**src/rtl/rv32i_types.sv**
```systemverilog
// Shared types for the RV32I core memory subsystem: L2 port arbiter states and sources.
package rv32i_types;

   localparam int unsigned LINE_BYTES = 32;

   typedef enum logic [1:0] {
      IDLE,
      SERVE_I,
      SERVE_D
   } arb_state_t;

   typedef enum logic {
      SRC_I,
      SRC_D
   } arb_src_t;

endpackage

```
**src/rtl/l2_port_arbiter_sel.sv**
```systemverilog
// Combinational winner select for the L2 port arbiter.
// ARB_ROUND_ROBIN_EN: alternate I/D on ties using last_grant; otherwise D wins ties.
module arb_priority_sel
   import rv32i_types::*;
(
   input  logic     inst_pend,
   input  logic     data_pend,
   input  arb_src_t last_grant,
   output logic     any_pend_c,
   output arb_src_t winner_c
);

   assign any_pend_c = inst_pend | data_pend;

`ifdef ARB_ROUND_ROBIN_EN
   // On a tie, hand the port to whoever did not have it last.
   always_comb begin
      winner_c = SRC_I;
      if (data_pend && !inst_pend) begin
         winner_c = SRC_D;
      end else if (data_pend && inst_pend) begin
         winner_c = (last_grant == SRC_I) ? SRC_D : SRC_I;
      end
   end
`else
   logic unused_last_grant;
   assign unused_last_grant = last_grant;

   always_comb begin
      winner_c = SRC_I;
      if (data_pend) begin
         winner_c = SRC_D;
      end
   end
`endif

endmodule

```
**src/rtl/l2_port_arbiter.sv**
```systemverilog
// Shares the L2 line port between I-cache and D-cache miss paths; one grant at a time.
// Tie policy selected by ARB_ROUND_ROBIN_EN (see arb_priority_sel).
module l2_port_arbiter
   import rv32i_types::*;
#(
   parameter int unsigned ADDR_W = 32,
   parameter int unsigned LINE_W = 256
) (
   input  logic              clk,
   input  logic              rst_n,
   input  logic              i_read,
   input  logic [ADDR_W-1:0] i_address,
   output logic [LINE_W-1:0] i_rdata,
   output logic              i_resp,
   input  logic              d_read,
   input  logic              d_write,
   input  logic [ADDR_W-1:0] d_address,
   input  logic [LINE_W-1:0] d_wdata,
   output logic [LINE_W-1:0] d_rdata,
   output logic              d_resp,
   output logic              mem_read,
   output logic              mem_write,
   output logic [ADDR_W-1:0] mem_address,
   output logic [LINE_W-1:0] mem_wdata,
   input  logic [LINE_W-1:0] mem_rdata,
   input  logic              mem_resp
);

   arb_state_t        state, state_nx;
   arb_src_t          last_grant, last_grant_nx;
   arb_src_t          winner;
   logic              any_pend;
   logic              mem_read_nx, mem_write_nx;
   logic [ADDR_W-1:0] mem_address_nx;
   logic [LINE_W-1:0] mem_wdata_nx;

   arb_priority_sel u_sel (
      .inst_pend  (i_read),
      .data_pend  (d_read | d_write),
      .last_grant (last_grant),
      .any_pend_c (any_pend),
      .winner_c   (winner)
   );

   assign i_rdata = mem_rdata;
   assign d_rdata = mem_rdata;

   always_ff @(posedge clk or negedge rst_n) begin
      if (!rst_n) begin
         state       <= IDLE;
         last_grant  <= SRC_I;
         mem_read    <= 1'b0;
         mem_write   <= 1'b0;
         mem_address <= '0;
         mem_wdata   <= '0;
      end else begin
         state       <= state_nx;
         last_grant  <= last_grant_nx;
         mem_read    <= mem_read_nx;
         mem_write   <= mem_write_nx;
         mem_address <= mem_address_nx;
         mem_wdata   <= mem_wdata_nx;
      end
   end

   // Grant in IDLE, hold the captured command while serving, release on mem_resp.
   always_comb begin
      state_nx       = state;
      last_grant_nx  = last_grant;
      mem_read_nx    = mem_read;
      mem_write_nx   = mem_write;
      mem_address_nx = mem_address;
      mem_wdata_nx   = mem_wdata;
      i_resp         = 1'b0;
      d_resp         = 1'b0;
      case (state)
         IDLE: begin
            if (any_pend) begin
               if (winner == SRC_D) begin
                  state_nx       = SERVE_D;
                  mem_read_nx    = d_read;
                  mem_write_nx   = d_write;
                  mem_address_nx = d_address;
                  mem_wdata_nx   = d_wdata;
               end else begin
                  state_nx       = SERVE_I;
                  mem_read_nx    = 1'b1;
                  mem_write_nx   = 1'b0;
                  mem_address_nx = i_address;
                  mem_wdata_nx   = '0;
               end
            end
         end
         SERVE_I: begin
            if (mem_resp) begin
               i_resp        = 1'b1;
               mem_read_nx   = 1'b0;
               mem_write_nx  = 1'b0;
               last_grant_nx = SRC_I;
               state_nx      = IDLE;
            end
         end
         SERVE_D: begin
            if (mem_resp) begin
               d_resp        = 1'b1;
               mem_read_nx   = 1'b0;
               mem_write_nx  = 1'b0;
               last_grant_nx = SRC_D;
               state_nx      = IDLE;
            end
         end
         default: state_nx = IDLE;
      endcase
   end

   // A D-side request is either a read or a write-back, never both.
   a_d_rw_excl: assert property (@(posedge clk) disable iff (!rst_n) !(d_read && d_write));

endmodule

```
**config.mk**
```make
export PLATFORM = sky130hd
export DESIGN_NAME = l2_port_arbiter
export DESIGN_NICKNAME = d
export VERILOG_FILES = /design/src/rtl/rv32i_types.sv /design/src/rtl/l2_port_arbiter_sel.sv /design/src/rtl/l2_port_arbiter.sv
export SDC_FILE = /design/constraint.sdc
export NUM_CORES = 1
export LEC_CHECK = 0
export BUFFER_PORTS_ARGS = -buffer_cell sky130_fd_sc_hd__clkbuf_2
export CELL_PAD_IN_SITES_DETAIL_PLACEMENT = 0
export CELL_PAD_IN_SITES_GLOBAL_PLACEMENT = 1
export CORE_AREA = 2 2 544 546
export CTS_BUF_LIST = sky130_fd_sc_hd__clkbuf_4 sky130_fd_sc_hd__clkbuf_8
export DETAILED_ROUTE_END_ITERATION = 10
export DIE_AREA = 0 0 546 548
export PLACE_DENSITY = 0.3
export REMOVE_ABC_BUFFERS = 1
export SLEW_MARGIN = 20
export SYNTH_ARGS = -nofsm -noshare
export SYNTH_HDL_FRONTEND = slang
export SYNTH_SLANG_ARGS = --single-unit
```
**constraint.sdc**
```tcl
create_clock -name clk -period 3.25 [get_ports clk]
set_input_delay 0.65 -clock clk [delete_from_list [all_inputs] [get_ports clk]]
set_output_delay 0.65 -clock clk [all_outputs]
set_load 0.01 [all_outputs]
```
* Word-level counts from Yosys, hierarchy flattened
Cells that the tools add are included.
** Operators by class
- Equality and inequality tests :: 4
- Mux-type cells :: 17
- Bitwise logic cells :: 2
- Reductions and logical operators :: 6
** Operator list (number)
- two-way mux 256 bit :: 1
- two-way mux 32 bit :: 1
- two-way mux 1 bit :: 9
- two-way mux 2 bit :: 3
- case mux 1 bit (2 select lines) :: 2
- case mux 2 bit (2 select lines) :: 1
- AND reduction 2 bit :: 2
- AND reduction 3 bit :: 1
- equality test 2 x 1 -> 1 bit (second input constant) :: 1
- equality test 2 bit (second input constant) :: 1
- logical NOT 2 bit :: 1
- != test 2 x 1 -> 1 bit (second input constant) :: 1
- != test 2 bit (second input constant) :: 1
- OR 1 bit :: 2
- nonzero test 2 bit :: 1
- OR reduction 2 bit :: 1
** Storage, ports and cells
- Register bits after elaboration :: 292
- Input port bits :: 582
- Output and inout bits :: 804
- Logic and storage cells :: 34

* Depth between registers and ports, before layout
- Depth after elaboration :: 5
- Mapped depth :: 7
- Mapped depth without buffers :: 5

* Cells and area by module
From an unflattened synthesis, not the netlist that was laid out.
** Unflattened totals
- Cells, all modules :: 1798
- Area total of the unflattened synthesis :: 15845.2 um2
** Modules (own cells, without submodules)
- l2_port_arbiter :: times used 1, cells each 1796, area an instance 15831.4 um2, sequential area each 7332.0 um2
- arb_priority_sel :: times used 1, cells each 2, area an instance 13.8 um2, sequential area each 0.0 um2

* Worst setup path before layout
Ideal clock, no wire load.
- Kind :: input port to flip-flop
- Start point :: input port i_read
- End point :: register mem_address[1]
- Library setup time :: 0.126 ns
- Arrival :: 1.504 ns
- Required time :: 3.124 ns
- Slack :: 1.620 ns
- Stages :: 4
- Path buffers :: 2
- Cell sequence :: o31ai_2 > buf_6 > buf_4 > o21ai_0
** Between the ends
- Cells in the longest elaborated chain, start to end :: 2
** RTL lines
- start, declared :: line l2_port_arbiter.sv:11 : input logic i_read,
- OR 1 bit :: line l2_port_arbiter_sel.sv:13 : assign any_pend_c = inst_pend | data_pend;
- AND reduction 2 bit (no source line)
- end signal, assigned :: line l2_port_arbiter.sv:61 : mem_address <= mem_address_nx;
- end, declared :: line l2_port_arbiter.sv:23 : output logic [ADDR_W-1:0] mem_address,
No other way between the ends.
A chain may end at the register's enable or synchronous reset.

* Worst setup path after layout
- Start point :: register state[0]
- End point :: output port d_resp
** Between the ends
- Cells in the longest elaborated chain, start to end :: 2
** RTL lines
- start, declared :: line l2_port_arbiter.sv:29 : arb_state_t state, state_nx;
- start signal, assigned :: line l2_port_arbiter.sv:57 : state <= state_nx;
- equality test 2 bit :: line l2_port_arbiter.sv:76 : case (state)
- two-way mux 1 bit :: line l2_port_arbiter.sv:76
- end, declared :: line l2_port_arbiter.sv:20 : output logic d_resp,
No other way between the ends.

==> impl_metrics.json <==
{
  "outcome": "completed",
  "setup_viol": 0,
  "portBuffers": 617,
  "fmax_ghz": 0.428,
  "powerDensity_nw_per_um2": 995,
  "critPathMaxFanout": 4,
  "cts_setup_buffers": 0,
  "cts_resized": 0,
  "leakage_nw": 8.94,
  "rows": 199,
  "overflow": 0,
  "final_antenna_net_count": 0,
  "hold_viol": 0,
  "worst_slack_ps": 915,
  "rsz0062_at_grt": "no",
  "cts_tree": "yes",
  "grt_use_total_pct": 19.1,
  "dr_total_vias": 13200,
  "grt_pass1_vias": 11900,
  "antenna_found_initial": 75,
  "io_pins": 1386,
  "yosys.area.top_type": "dfrtp_1",
  "period_share_pct": 71.8,
  "placed_cells": 5222,
  "drt-pass1-iter-count": 4,
  "clkLatencyLatePin_ps": 810,
  "period_needed_ps": 2330,
  "die_area_um2": 299000,
  "cts_made_buffers": 70,
  "chipWidth_um": 546,
  "cts_max_level": 3,
  "grt_use_met3_pct": 26.9,
  "area_delta_synth_final_pct": 44.1,
  "gp_congestion": 0.953,
  "dp_hpwl_mm": 260,
  "finalNetCount": 2059,
  "grt_pass1_wl_mm": 325,
  "start_util_pct": 5.02,
  "clock_sinks": 292,
  "finalWirelength_mm": 295,
  "synth.top_cell.area_share_pct": 49.6,
  "drt_iter0_drc": 1315,
  "hold_class": "input port to flip-flop",
  "ys_ff_latch": 292,
  "worst-endpoint-required_ps": 2600,
  "synth_seq_area_share_pct": 49.6,
  "cts.reportedPaths.clkPinSlew_ps": 50,
  "cp-end-kind": "output pin",
  "top_usage_layer": "met2",
  "nFillCells": 34300,
  "arrival_ps": 1680,
  "fin_tns_setup_ps": 0,
  "worst_hold_slack_ps": 116,
  "chipHeight_um": 548,
  "yosysUniqueCellTypes": 23,
  "fin_skew_ps": 75.8,
  "core_um2": 293000,
  "irDropWorstVdd_v": 0.000436,
  "syn_inst": 1248,
  "power_w": 0.0211,
  "slew_violations": 0,
  "drive_gt1_share_pct": 49.8,
  "wl_per_cell_um": 54.1,
  "worstSetupStartpointType": "flip-flop",
  "drv_cap": 0,
  "avgViaCountPerCell": 2.42,
  "met1_usage_pct": 10.9,
  "ctsLongestPathBuffers": 3,
  "slew_headroom_pct": 47.7,
  "cts_hold_buf": 98,
  "cts_root_buffer": "clkbuf_8",
  "use_met2_pct": 28.1,
  "yosysWarnings": 0,
  "synth_area_leaders": "dfrtp_1 50%, buf_4 26%, a22o_1 15%, buf_6 2.4%, mux2i_1 2.2%",
  "stdcell_count": 5444,
  "dp_slack_ps": 979,
  "grt_max_degree": 100,
  "drc_errors": 0,
  "synth_area_um2": 14700,
  "critPathKind": "flip-flop to output pin",
  "avgSynthCellArea_um2": 11.8,
  "worst_pin_slew_ps": 785
}
-- layer usage --
metal / part of all wire, % / vias up / wire length, um
met3: 29 / 364 / 86900
li1: - / 4287 / -
met2: 42 / 2551 / 123000
met4: 5.9 / 53 / 17300
met5: 2.3 / - / 6920
met1: 21 / 5921 / 60700
-- area by class of cell --
class	instances	area [um^2]	area share (%)
Antenna cell	8	20.0	0.0944
Multi-Input combinational cell	373	3040	14.3
Tap cell	3919	4900	23.1
Clock buffer	99	1270	5.98
Sequential cell	292	7310	34.5
Clock inverter	17	304	1.43
Inverter	4	15.0	0.0708
Timing Repair Buffer	732	4360	20.5
-- final timing paths --
check / from / endpoint / slack (ps) / cells after the start
setup / recovery: state[0] / d_resp / 920 / 4
hold / removal: d_wdata[47] / mem_wdata[47] / 120 / 2
setup reg to reg: state[0] / mem_wdata[65] / 1160 / 5
hold reg to reg: mem_address[7] / mem_address[7] / 480 / 2
max in group asynchronous: rst_n / mem_wdata[10] / 1800 / 3
min in group asynchronous: rst_n / mem_wdata[206] / 450 / 2
-- power breakdown --
| group | internal [W] | total (W) | switching, W |
|---|---|---|---|
| clock network | 0.00308 | 0.00534 | 0.00226 |
| logic | 0.00313 | 0.00928 | 0.00615 |
| registers | 0.00540 | 0.00648 | 0.00107 |
-- worst max-delay path, stage by stage (launching register included) --
cell,delay (ps)
dfrtp_1,410
inv_1,80
ha_1,190
and2_1,140
clkbuf_2,130
-- cell usage after synthesis --
library cell / count
mux2_2: 2
inv_1: 4
nand2_1: 33
buf_6: 32
a22o_1: 256
nand2b_1: 1
buf_4: 513
mux2i_1: 32
nor2b_1: 2
ha_1: 4
o2bb2ai_1: 1
a21boi_0: 1
o21ai_1: 2
buf_2: 30
and2_1: 2
clkbuf_1: 4
o31ai_2: 1
nor3_1: 1
o21ai_0: 30
a221oi_1: 1
dfrtp_1: 292
nor2_4: 1
a21oi_1: 3
-- kinds of logic (layout without fill, tap and decap cells) --
family / after synthesis / after routing / synth area share [%]
other: 0 / 8 / 0
buffers and inverters: 583 / 852 / 29.8
flip-flops: 292 / 292 / 49.6
AND/OR/NAND/NOR: 40 / 40 / 1.16
multiplexers: 34 / 34 / 2.33
adder cells (fa/ha/maj): 4 / 4 / 0.340
AO/OA/AOI/OAI: 295 / 295 / 16.7
-- per-stage QoR --
| stage | utilization (%) | cell area (um^2) |
|---|---|---|
| floorplan | - | 10300 |
| global placement | 6.36 | 18600 |
| detailed placement | 6.36 | 18600 |
| CTS | 7.23 | 21200 |
| global route | 7.23 | 21200 |
| finish | 7.24 | 21200 |
-- layout by cell type, fill, tap and decap left out --
cell,instances
nor2_4,1
clkinv_2,3
o21ai_0,30
dfrtp_1,292
inv_12,1
nand2_1,33
inv_8,1
mux2_2,2
a22o_1,256
o31ai_4,1
nor3_1,1
diode_2,8
a21boi_0,1
and2_1,2
nor2b_1,1
inv_6,4
bufinv_16,7
a221oi_1,1
inv_1,4
ha_1,4
buf_12,12
nor2b_4,1
nand2b_1,1
dlygate4sd3_1,98
clkbuf_2,616
a21oi_1,3
o21ai_1,2
clkbuf_4,15
mux2i_1,32
buf_8,1
o2bb2ai_1,1
clkinv_8,1
buf_4,5
clkbuf_8,84
-- sequential cells by signal, summed over array words and instances (netlist names) --
name / cells
state: 2
mem_address: 32
mem_write: 1
mem_read: 1
mem_wdata: 256
Note: power is estimated with default switching activity, not from simulation.
